`config.mk`:
```
export PLATFORM = sky130hd
export DESIGN_NAME = bus_mem_slave
export DESIGN_NICKNAME = d
export VERILOG_FILES = /design/src/rtl/bus_mem_pkg.sv /design/src/rtl/bus_mem_wait_ctr.sv /design/src/rtl/bus_mem_slave.sv
export SDC_FILE = /design/constraint.sdc
export NUM_CORES = 1
export LEC_CHECK = 0
export BUFFER_PORTS_ARGS = -buffer_cell sky130_fd_sc_hd__clkbuf_2
export CAP_MARGIN = 25
export CORE_AREA = 2 2 250 277
export CTS_BUF_LIST = sky130_fd_sc_hd__clkbuf_2 sky130_fd_sc_hd__clkbuf_4 sky130_fd_sc_hd__clkbuf_8
export DETAILED_ROUTE_END_ITERATION = 8
export DIE_AREA = 0 0 252 279
export PLACE_DENSITY = 0.8
export SLEW_MARGIN = 25
export SYNTH_ARGS = -nofsm -noshare
export SYNTH_HDL_FRONTEND = slang
export SYNTH_SLANG_ARGS = --single-unit
export TNS_END_PERCENT = 50
```
`constraint.sdc`:
```
create_clock -name clk -period 3.4 [get_ports clk]
set_input_delay 0.68 -clock clk [delete_from_list [all_inputs] [get_ports clk]]
set_output_delay 0.68 -clock clk [all_outputs]
set_load 0.1 [all_outputs]
```
`src/rtl/bus_mem_pkg.sv`:
```
// Shared constants and types for the bus memory slave.
package bus_mem_pkg;

  localparam int unsigned LANES   = 4;
  localparam int unsigned DATA_W  = 8 * LANES;
  localparam int unsigned ADDR_W  = 32;
  localparam int unsigned COUNT_W = 16;

  localparam logic [ADDR_W-1:0] DEFAULT_BASE_ADDR = 32'hBFC00000;

  typedef enum logic {
    IDLE,
    WAIT
  } wait_state_e;

  // A write with no lanes enabled is treated as a full-word write.
  function automatic logic [LANES-1:0] eff_byteenable(input logic [LANES-1:0] be);
    return (be == '0) ? '1 : be;
  endfunction

endpackage

```
`src/rtl/bus_mem_wait_ctr.sv`:
```
// Wait-state generator: stalls each request for WAIT_CYCLES cycles before acceptance.
module bus_mem_wait_ctr
  import bus_mem_pkg::*;
#(
  parameter int unsigned WAIT_CYCLES = 0
) (
  input  logic clk_i,
  input  logic rst_ni,
  input  logic req_i,
  output logic waitrequest_o,
  output logic accept_o
);

  localparam int unsigned CW = (WAIT_CYCLES > 0) ? $clog2(WAIT_CYCLES + 1) : 1;
  localparam logic [CW-1:0] LIMIT = CW'(WAIT_CYCLES);

  wait_state_e state_q, state_d;
  logic [CW-1:0] cnt_q, cnt_d;
  logic stall;

  // Counter never exceeds LIMIT (it clears on acceptance), so inequality
  // is the same test as cnt < WAIT_CYCLES; in IDLE the count is zero.
  // Holding reset low removes the stall so a pending request is dropped.
  always_comb begin
    stall         = req_i && rst_ni &&
                    ((state_q == IDLE) ? (LIMIT != '0) : (cnt_q != LIMIT));
    waitrequest_o = stall;
    accept_o      = req_i && rst_ni && !stall;
    if (stall) begin
      state_d = WAIT;
      cnt_d   = cnt_q + CW'(1);
    end else begin
      state_d = IDLE;
      cnt_d   = '0;
    end
  end

  // Wait-state register: counts stalled cycles, clears on accept or withdrawal.
  always_ff @(posedge clk_i or negedge rst_ni) begin
    if (!rst_ni) begin
      state_q <= IDLE;
      cnt_q   <= '0;
    end else begin
      state_q <= state_d;
      cnt_q   <= cnt_d;
    end
  end

endmodule

```
`src/rtl/bus_mem_slave.sv`:
```
// Word-addressed memory slave with byte lanes, wait states, error pulse and access counter.
module bus_mem_slave
  import bus_mem_pkg::*;
#(
  parameter int unsigned       DEPTH_WORDS = 32,
  parameter logic [ADDR_W-1:0] BASE_ADDR   = DEFAULT_BASE_ADDR,
  parameter int unsigned       WAIT_CYCLES = 0,
  parameter string             INIT_FILE   = ""
) (
  input  logic               clk,
  input  logic               reset,
  input  logic [ADDR_W-1:0]  address,
  input  logic               write,
  input  logic               read,
  output logic               waitrequest,
  input  logic [DATA_W-1:0]  writedata,
  input  logic [LANES-1:0]   byteenable,
  output logic [DATA_W-1:0]  readdata,
  output logic               err,
  output logic [COUNT_W-1:0] access_count
);

  localparam int unsigned       IW   = $clog2(DEPTH_WORDS);
  localparam logic [ADDR_W-1:0] SPAN = ADDR_W'(DEPTH_WORDS * LANES);

  logic [DATA_W-1:0]  mem_q [DEPTH_WORDS];

  logic               req;
  logic               accept;
  logic [ADDR_W-1:0]  offset;
  logic               in_range;
  logic [IW-1:0]      idx;
  logic [LANES-1:0]   be_eff;
  logic               both;
  logic               null_read;
  logic               wr_en;
  logic               rd_en;

  logic [DATA_W-1:0]  rdata_q, rdata_d;
  logic               err_q, err_d;
  logic [COUNT_W-1:0] count_q, count_d;

  bus_mem_wait_ctr #(
    .WAIT_CYCLES(WAIT_CYCLES)
  ) u_wait (
    .clk_i        (clk),
    .rst_ni       (reset),
    .req_i        (req),
    .waitrequest_o(waitrequest),
    .accept_o     (accept)
  );

  // Address decode and access classification.
  // The unsigned subtraction wraps addresses below BASE_ADDR to large
  // offsets, so one compare covers both range bounds.
  always_comb begin
    req       = read | write;
    offset    = address - BASE_ADDR;
    in_range  = offset < SPAN;
    idx       = offset[IW+1:2];
    be_eff    = eff_byteenable(byteenable);
    both      = read && write;
    null_read = read && !write && (address == '0) && !in_range;
    wr_en     = accept && write && !read && in_range;
    rd_en     = accept && read && !write;

    rdata_d = rdata_q;
    if (rd_en) begin
      rdata_d = in_range ? mem_q[idx] : '0;
    end

    err_d = accept && (both || (!in_range && !null_read));

    count_d = count_q;
    if (accept && (count_q != '1)) begin
      count_d = count_q + COUNT_W'(1);
    end
  end

  // Memory starts zeroed and is not touched by reset.
  initial begin
    for (int unsigned i = 0; i < DEPTH_WORDS; i++) begin
      mem_q[i] = '0;
    end
  end

  // Memory array: lane-masked writes on accepted in-range writes.
  always_ff @(posedge clk) begin
    if (wr_en) begin
      for (int unsigned l = 0; l < LANES; l++) begin
        if (be_eff[l]) begin
          mem_q[idx][8*l +: 8] <= writedata[8*l +: 8];
        end
      end
    end
  end

  // Registered outputs: read data, error pulse, saturating access count.
  always_ff @(posedge clk or negedge reset) begin
    if (!reset) begin
      rdata_q <= '0;
      err_q   <= 1'b0;
      count_q <= '0;
    end else begin
      rdata_q <= rdata_d;
      err_q   <= err_d;
      count_q <= count_d;
    end
  end

  assign readdata     = rdata_q;
  assign err          = err_q;
  assign access_count = count_q;

endmodule

```
* Word-level counts from Yosys, hierarchy flattened
Memory sizes are Yosys's and may differ from the RTL's. Cells that the tools add are included.
Word-level totals: register bits after elaboration 51, RAM bits 1024, output and inout port bits 50, word-level logic and storage cells 52, memories 1
Cells by class: $add $sub $neg 3, order comparisons 1, equality and inequality tests 1, multiplexer cells 17, bitwise logic cells 1, reduce and logical (&&, ||, !) cells 23
Memories:
- mem_q | words 32, bits a word 32, read ports 1, clocked after memory_dff 0, write ports 1, line bus_mem_slave.sv:26 | logic [DATA_W-1:0] mem_q [DEPTH_WORDS];
Operators with widths (count):
- $logic_not 32->1 | 1
- $lt 32x8->1 const B | 1
- $mux 32 | 1
- $sub 32x32->32 const B | 1
- $add 16x1->16 const B | 1
- $ne 16x16->1 const B | 1
- $logic_and 1x1->1 | 15
- $mux 1 | 15
- $logic_not 1->1 | 5
- $logic_not 4->1 | 1
- $mux 4 | 1
- $add 1x1->1 const B | 1
- $logic_or 1x1->1 | 1
- $or 1x1->1 | 1

* Longest topological paths before layout
Gate-level depths: netlist of the first run.
word-level depth 10, gate-level depth with buffers 9, depth with buffers taken out 6

* By module
A second synthesis of the first run with hierarchy kept.
Unflattened totals: cells, all modules 2300, area total of the unflattened synthesis 42161.7 um2
By module, submodules not included:
- bus_mem_slave | times used 1, cells an instance 2293, area each 42085.4 um2
- bus_mem_wait_ctr | times used 1, cells an instance 7, area each 76.3 um2

* Worst setup path after synthesis of the first run
Ideal clock, no wire load.
path type input -> output, start point input write, end point output waitrequest, data arrival time 2045 ps, path slack 675 ps, cell stages on the path 2, cells stage by stage o21ai_0 nor2_1
On the way: longest elaborated chain between the ends 3
RTL lines:
- start: declaration | line bus_mem_slave.sv:13 | input logic write,
- $or 1x1->1 | line bus_mem_slave.sv:57 | req = read | write;
- $logic_and 1x1->1 (2 in series) | line bus_mem_wait_ctr.sv:25 | stall = req_i && rst_ni &&
- end: declaration | line bus_mem_slave.sv:15 | output logic waitrequest,
No other way between the ends.

* Worst setup path in the final report of the first run
start point register u_wait.state_q, end point output waitrequest
On the way: longest elaborated chain between the ends 2
RTL lines:
- start: declaration | line bus_mem_wait_ctr.sv:17 | wait_state_e state_q, state_d;
- start signal: assignment | line bus_mem_wait_ctr.sv:44 | state_q <= state_d;
- $mux 1 | line bus_mem_wait_ctr.sv:26 | ((state_q == IDLE) ? (LIMIT != '0) : (cnt_q != LIMIT));
- $logic_and 1x1->1 | line bus_mem_wait_ctr.sv:25
No other way between the ends.

==> impl.org, run 1 <==
** Run status
- The run finished with clean final reports.

** Worst setup path
- STA puts the critical path data arrival time at 1890 ps.
- Critical Path Start :: u_wait.state_q$_DFF_PN0_
- Number of cell instances on the worst register-to-register path :: 7
- Along the worst path, the maximum fanout reaches 3.
- For flop-to-flop paths, the worst setup slack is 1070 ps.
- Ordered list of cells on the worst path :: nand2_1 -> nor2_1 -> clkbuf_2
- Capture point of the worst reg-to-reg path :: mem_q[24][5]$_DFFE_PP_
- Worst setup SP type :: flop
- Worst R2R Start :: u_wait.state_q$_DFF_PN0_
- Broken down by cell family, the worst path's largest delay share belongs to buffers and inverters.
- Counting buffers and inverters, the worst setup path is 3 cells deep.
- The largest single stage delay on the critical path is 490 ps.
- Number of buffer and inverter stages on the critical path :: 1
- Kind of end point of the critical path :: output pin
- For the worst setup path, the data required time is 2720 ps.
- Endpoint of the worst setup timing path :: waitrequest
- The critical path is of the flop to output pin type.
- Among all stages on the critical path, the largest delay is contributed by clkbuf_2.

** STA
- Pins Over Slew Limit :: 0
- Count of final setup violators :: 0
- Adding up every negative setup slack in the final design gives 0 ps.
- For the final database, setup skew stands at 40.1 ps.
- Period utilization :: 75.7%
- The number of hold violations in the final report came to 0.
- Worst-case headroom to the max-slew limit :: 39.7%
- Derived from the worst setup path, the maximum achievable clock frequency is 389 MHz.
- For the pin with the worst max-slew slack, the measured transition is 905 ps.
- Setup repair after global routing left no endpoint under its margin.
- Final critical delay including setup and external delays :: 2570 ps

** Place
- Counting tap cells, the placed design contains a total of 3365 instances.
- Final Wtd Congestion :: 0.948
- Buffers placed on the I/O ports in this run total 121.
- Summed over all nets, the half-perimeter wirelength after detailed placement is 73.6 mm.
- Placed cell areas :: 44900 µm²

** Detailed routing
- Average via count per standard cell :: 6.70
- After the first detailed-routing iteration, the DRC count stood at 3892.
- Avg WL per Cell :: 31.0 µm
- Post-DRT Antenna Nets :: 0
- The routed layout has 24500 vias.
- After detailed routing, the number of remaining DRC violations is 0.
- After detailed routing, the total wire length is 113 mm.
- The first detailed-routing pass ran for 6 iterations.

** Die
- The die covers 70300 µm².
- Initial core utilization :: 62.7%
- Core Box Area :: 67300 µm²
- Die width :: 252 µm
- From bottom edge to top edge, the die measures 279 µm.
- Number of top-level pins :: 122
- Placement Rows :: 100

** Cells and area
- Compared with the post-synthesis result, the final layout area differs by 13.9%.
- Post-Layout Inst Area :: 48100 µm²
- Fraction of final layout cells sized beyond drive strength 1 :: 24.8%
- Leaving out fill and tap cells, the most frequent cell in the layout is edfxtp_1.
- The top cell types in the final layout, fill and taps aside, are edfxtp_1 (1024), mux2i_1 (373), buf_4 (202).
- After the flow finishes, the layout carries non-filler instances totaling 3660.
- NumNets Final :: 2732

** Yosys
- In this run, synthesis produced a sequential element count of 1075.
- Proportion of synthesized flip-flops having asynchronous set or reset :: 4.74%
- Post-synthesis net count :: 2372
- Synthesis produced a netlist whose cell count is 2299.
- Combined area of all synthesized cells :: 42200 µm²
- After synthesis, the largest area contributor takes up 72.8% of total cell area.
- Count of flip-flops with a built-in enable after synthesis :: 1024
- The largest total area in the synthesized netlist belongs to edfxtp_1.
- Mean instance size in the synthesized netlist :: 18.4 µm²
- Distinct cell type count after synthesis :: 61
- Cells taking the most area after synthesis :: edfxtp_1 (73%), mux2i_1 (8.8%), mux4_2 (3.4%), a22oi_1 (3.2%), dfrtp_1 (3.0%)
- Sequential elements use 75.9% of the synthesized area.
- Number of warning messages in the yosys log :: 0
- The most used flip-flop cell after synthesis is edfxtp_1.

** Global routing
- Across every metal layer, demand over resource in global routing totals 32.9%.
- Largest net degree at the start of global routing :: 65
- The via count of the first global-routing pass came to 24500.
- The number of antenna violations at the first check in global routing came to 3.
- For this run the aggregate overflow at the end of global routing stands at 0.
- The first global-routing pass estimated 165 mm of wire.

** Clock tree
- Once the clock tree was built, the resizer swapped 0 gates to a different size.
- Clock latency on the worst-skew pair, taken at its later pin, is 840 ps.
- The clock passes through at most 3 buffers.
- The clock tree synthesis step divided the H-tree into 4 levels.
- After clock tree synthesis, the setup repair step added 0 buffers.
- Clock tree synthesis found a total of 1075 sinks.
- TritonCTS built the clock tree.
- Clock root buffer :: clkbuf_8
- After clock tree synthesis, the clock-pin slew on the worst setup and hold paths is 60 ps.
- Number of buffers inserted by hold repair at cts :: 0
- The number of clock buffers added by TritonCTS is 159.

** Pwr
- Static Leakage :: 0.0168 µW
- In this run the power density over the cells is 550 nW/µm².
- IR drop worst, VDD :: 0.371 mV

** Hold path
- The path class of the tightest hold or removal check is primary input to asynchronous set/reset pin.

** Run
- Across the run, the number of max-cap violations was 0.
## worst min-delay path by stage
stage / from / endpoint / slack (ps) / depth (start not counted)
3_5_place_dp: access_count[5]$_DFFE_PN0P_ / access_count[5]$_DFFE_PN0P_ / 480 / 1
3_3_place_gp: access_count[8]$_DFFE_PN0P_ / access_count[8]$_DFFE_PN0P_ / 470 / 1
4_1_cts: write / err$_DFF_PN0_ / 90 / 3
2_1_floorplan: reset / access_count[0]$_DFFE_PN0P_ / 380 / 0
6_report: reset / access_count[2]$_DFFE_PN0P_ / 110 / 2
5_1_grt: write / err$_DFF_PN0_ / 130 / 3
## where the power goes
group	leakage, µW	internal (µW)	switching (µW)
logic	0.00521	423	1100
clock network	0.00168	5480	4870
registers	0.00990	14500	45.0
total	0.0168	20400	6020
## cell families (layout without fill, tap and decap cells)
group / count (synthesis) / count (layout) / share of synthesized area (%)
multiplexers: 451 / 451 / 12.6
AND/OR/NAND/NOR: 352 / 352 / 4.24
adder cells (fa/ha/maj): 1 / 1 / 0.0296
buffers and inverters: 137 / 629 / 2.15
flip-flops: 1075 / 1075 / 75.9
other: 1 / 3 / 0.00888
XOR/XNOR: 12 / 12 / 0.249
AO/OA/AOI/OAI: 270 / 270 / 4.86
## area by class of cell
type,count,area [µm²]
clock inverter,69,415
clock buffer,224,2750
fill,3965,19200
multi-input combinational,1087,9390
tap,867,1080
timing repair buffer,336,2400
sequential,1075,32000
antenna,2,5.00
## worst reg2reg max path, cell delays in order (launching register included)
cell and delay [ps]:
dfrtp_1 360, nand2_1 100, nand2b_1 160, nor4_2 270
buf_4 240, o21ai_2 210, nor2_1 420, buf_4 250
## flip-flops by register name, indices dropped and copies added, names as in the netlist
register and count:
err 1, access_count 16, u_wait.state_q 1, readdata 32
u_wait.cnt_q 1, mem_q 1024
## through the flow
step	total power [µW]	hold slack [ps]	util, %	setup slack [ps]
finish	26500	114	71.4	827
global route	27100	127	71.4	750
CTS	26500	85.5	71.4	787
detailed placement	16400	478	66.7	375
global placement	16300	474	66.7	375
floorplan	15800	384	-	675
## synth_stat cells, drive strengths merged, types with 3 or more instances
cell type,count
a221oi,3
a22o,5
a22oi,185
a31oi,3
and2,3
and3,5
and4,3
and4b,4
buf,93
clkbuf,44
dfrtp,51
edfxtp,1024
mux2,15
mux2i,373
mux4,63
nand2,76
nand2b,3
nand3,11
nand4,66
nor2,136
nor2b,4
nor3,5
nor4,8
nor4b,6
nor4bb,4
o21ai,10
o22a,27
o22ai,3
o31ai,28
or4,3
xnor2,11
## metal layers
layer | up-vias | global-route usage [%] | routed length [µm]
li1 | 10000 | - | -
met1 | 12100 | 42.2 | 39000
met2 | 1925 | 51.1 | 53800
met3 | 424 | 8.56 | 13300
met4 | 2 | 19.9 | 7420
met5 | - | 0 | 18
No activity file was read; power rests on OpenSTA's default activity.
==> run 2: changes to the inputs <==
==> constraint.sdc (replaced) <==
create_clock -name clk -period 2.63 [get_ports clk]
set_input_delay 0.526 -clock clk [delete_from_list [all_inputs] [get_ports clk]]
set_output_delay 0.526 -clock clk [all_outputs]
set_load 0.1 [all_outputs]
==> run 2 against run 1 <==
Utilization up 1.9 points. Sequential share of layout area fell by 1.7 points. Critical endpoint is now mem_q[9][10]$_DFFE_PP_. Die area did not move. Via count rose by 2.8%. Critical path depth up 7. Sequential power increased by 29%. Clock power is 34% higher. Worst hold slack gained 58 ps.
==> impl.org, run 2 (synthesis gave the netlist of run 1 again) <==
** Clock tree
- The post-CTS repair timing setup buffer count was 0 (unchanged).
- Clock root buffer :: clkbuf_8 (unchanged)
- The number of buffers created by CTS was 159 (unchanged).
- Clock slew seen by the registers of the worst setup and hold paths :: 60 ps (about the same)
- TritonCTS clock tree :: done (unchanged)
- Number of buffers inserted by hold repair at cts :: 3 (was 0)
- The insertion delay to the later sink of the worst-skew pair came to 830 ps (was 840 ps).
- The maximum buffer depth of the clock tree is 3 (unchanged).
- Post-CTS resize count :: 0 (unchanged)
- Clock net sink count :: 1075 (unchanged)
- The depth of the CTS H-tree was 4 (unchanged).

** Detailed routing
- The detail-routed net length per standard cell came to 30.8 µm (was 31.0 µm).
- The number of antenna-violating nets in the routed design was 0 (unchanged).
- The total number of vias came to 25200 (was 24500).
- DRT Pass-1 Iters :: 6 (unchanged)
- The remaining routing DRC violations is 0 (unchanged).
- Average via count per standard cell :: 6.70 (about the same)
- The final wirelength came to 116 mm (was 113 mm).
- The iteration-0 DRC count of the detailed router is 3787 (was 3892).

** Worst setup path
- The maximum fanout along the worst path was 15 (was 3).
- Number of buffer and inverter stages on the critical path :: 5 (was 1)
- The kind of capture point of the worst setup path is a flop (was output pin).
- Kind of cell with the highest combined delay on the critical path :: buffers and inverters (unchanged)
- The stage delay of the slowest cell on the critical path was 520 ps (was 490 ps).
- The worst setup path category was primary input to flop (was flop to output pin).
- The flop-to-flop setup slack was 340 ps (was 1070 ps).
- The endpoint arrival time on the critical path came to 2930 ps (was 1890 ps).
- Library cell appearing most often on the critical path :: buf_4
- The count of cells along the worst register-to-register path was 8 (was 7).
- The startpoint of the worst register-to-register path is u_wait.state_q$_DFF_PN0_ (unchanged).
- WP data required :: 3130 ps (was 2720 ps)
- Ordered list of cells on the worst path :: dlygate4sd3_1 -> buf_2 -> o21ai_0 -> nand2b_1 -> nor4_2 -> buf_4 -> o21ai_2 -> buf_12 -> nor2_1 -> buf_4 (was nand2_1 -> nor2_1 -> clkbuf_2)
- The type of origin of the critical path was a primary input (was flop).
- Max stage delay cell, worst path :: dlygate4sd3_1 (was clkbuf_2)
- Capture point of the worst reg-to-reg path :: mem_q[9][10]$_DFFE_PP_ (was mem_q[24][5]$_DFFE_PP_)

** Pwr
- The fraction of power consumed by sequential logic came to 54.2% (was 55.1%).
- Combinational share of power :: 6.1% (was 5.8%)
- The power dissipated by switching net loads was 7750 µW (was 6020 µW).
- The net switching fraction of the power is 22.3% (was 22.8%).
- The largest vdd supply drop came to 0.542 mV (was 0.371 mV).
- The power density over the cells was 705 nW/µm² (was 550 nW/µm²).
- Share of power burned in the clock network :: 39.7% (was 39.1%)
- The power after layout came to 34800 µW (was 26500 µW).
- The cell leakage power was 0.0175 µW (was 0.0168 µW).
- Internal power contribution :: 27000 µW (was 20400 µW)

** STA
- The number of hold violations in the final report was 0 (unchanged).
- Setup TNS after final layout :: 0 ps (unchanged)
- Final critical delay including setup and external delays :: 2420 ps
- The max-slew violation count was 0 (unchanged).
- Fin Hold WS :: 172 ps (was 114 ps)
- The final setup skew was 41.5 ps (was 40.1 ps).
- Based on the critical path, the design can be clocked at up to 413 MHz.
- Count of final setup violators :: 0 (unchanged)
- Worst Tran Pin Value :: 957 ps (was 905 ps)
- Period utilization :: 92.1%
- Unrepaired setup endpoints after global routing: no (unchanged).
- The relative max-transition margin is 36.1% (was 39.7%).

** Cells and area
- Final cell utilization of the core :: 73.3% (was 71.4%)
- Filler cell count :: 3773 (was 3965)
- The most common library cell in the layout ignoring fill and taps is edfxtp_1 (unchanged).
- FF/Latch Area :: 32000 µm² (unchanged)
- Commonest cells after routing, fill and taps aside: edfxtp_1 (1024), mux2i_1 (373), buf_4 (298) (was edfxtp_1 (1024), mux2i_1 (373), buf_4 (202)).
- Non-filler cells, final :: 3767 (was 3660)
- NumNets Final :: 2850 (was 2732)
- The fraction of layout instances using a drive strength above 1 was 28.2% (was 24.8%).
- Register bank with the most flops :: mem_q (unchanged)
- Flip-flop count of the largest register after layout :: 1024 (unchanged)
- Multi-input gate area in the final layout :: 9390 µm² (unchanged)
- The layout-stage area growth over the synthesis result was 16.8% (was 13.9%).

** Place
- Number of buffer cells added on primary ports :: 121 (unchanged)
- Detailed Place HPWL :: 76.4 mm (was 73.6 mm)
- Final Wtd Congestion :: 0.993 (was 0.948)
- The cell count after placement is 3480 (was 3365).

** Die
- Vertical die dimension :: 279 µm (unchanged)
- Die width :: 252 µm (unchanged)
- The area inside the core boundary was 67300 µm² (unchanged).
- The number of cell rows is 100 (unchanged).
- Die area :: 70300 µm² (unchanged)
- Number of top-level pins :: 122 (unchanged)
- Initial core utilization :: 62.7% (unchanged)

** Global routing
- The maximum number of pins on one net before global-route repair is 52 (was 65).
- The first-pass GRT wire length is 168 mm (was 165 mm).
- Antenna violations before repair :: 6 (was 3)
- Congestion Overflow GR :: 0 (unchanged)
- The via count of the first global-routing pass came to 25300 (was 24500).
- The overall routing resource usage is 33.5% (was 32.9%).

** Hold path
- Hold path depth :: 3
- Origin of the worst min-delay path :: read
- Worst hold endpoint :: u_wait.state_q$_DFF_PN0_
- The type of the tightest min-delay check is primary input to flop (was primary input to asynchronous set/reset pin).

** Run status
- Run status :: finished clean (unchanged)

** Run
- The max-capacitance violation count came to 0 (unchanged).
[run 2: cell type report]
type	count	share of cell area [%]
timing repair buffer	454	7.19
antenna	1	0.00507
sequential	1075	64.9
tap	867	2.20
multi-input combinational	1087	19.0
clock inverter	56	0.926
clock buffer	227	5.71
[run 2: stage by stage]
stage / cell area (µm²) / setup WS, ps
finish: 49300 / 207
global route: 49300 / 202
CTS: 49300 / 279
detailed placement: 46000 / -297
global placement: 46000 / -120
floorplan: 42200 / 45.3
[run 2: power groups by stage]
| stage | Clock [µW] | Combinational, µW | Sequential (µW) |
|---|---|---|---|
| 3_3_place_gp | 0 | 2010 | 19200 |
| 5_1_grt | 14600 | 2170 | 18900 |
| 3_5_place_dp | 0 | 2060 | 19200 |
| 2_1_floorplan | 0 | 839 | 19500 |
| 6_report | 13800 | 2110 | 18900 |
| 4_1_cts | 13900 | 2070 | 18900 |
[run 2: worst max path at each step]
stage | from | to | slack, ps | depth (start not counted)
2_1_floorplan | access_count[0]$_DFFE_PN0P_ | access_count[1]$_DFFE_PN0P_ | 50 | 7
3_3_place_gp | address[11] | mem_q[9][12]$_DFFE_PP_ | -120 | 9
3_5_place_dp | address[30] | mem_q[9][10]$_DFFE_PP_ | -300 | 9
4_1_cts | access_count[13]$_DFFE_PN0P_ | access_count[13] | 280 | 1
5_1_grt | reset | mem_q[9][10]$_DFFE_PP_ | 200 | 10
6_report | reset | mem_q[9][10]$_DFFE_PP_ | 210 | 10
[run 2: per-layer routing]
layer | up-vias | global-route usage, % | routed length (µm)
met1 | 12500 | 42.4 | 38900
met4 | 10 | 19.2 | 7370
li1 | 10300 | - | -
met3 | 423 | 8.68 | 14400
met5 | - | 0 | 67
met2 | 2005 | 53.3 | 55300
[run 2: worst reg2reg max path: stages (launching register included)]
cell,delay [ps]
dfrtp_1,360
nand2_1,90
nand2b_1,160
nor4_2,310
buf_4,250
o21ai_2,140
buf_12,180
nor2_1,250
buf_4,230
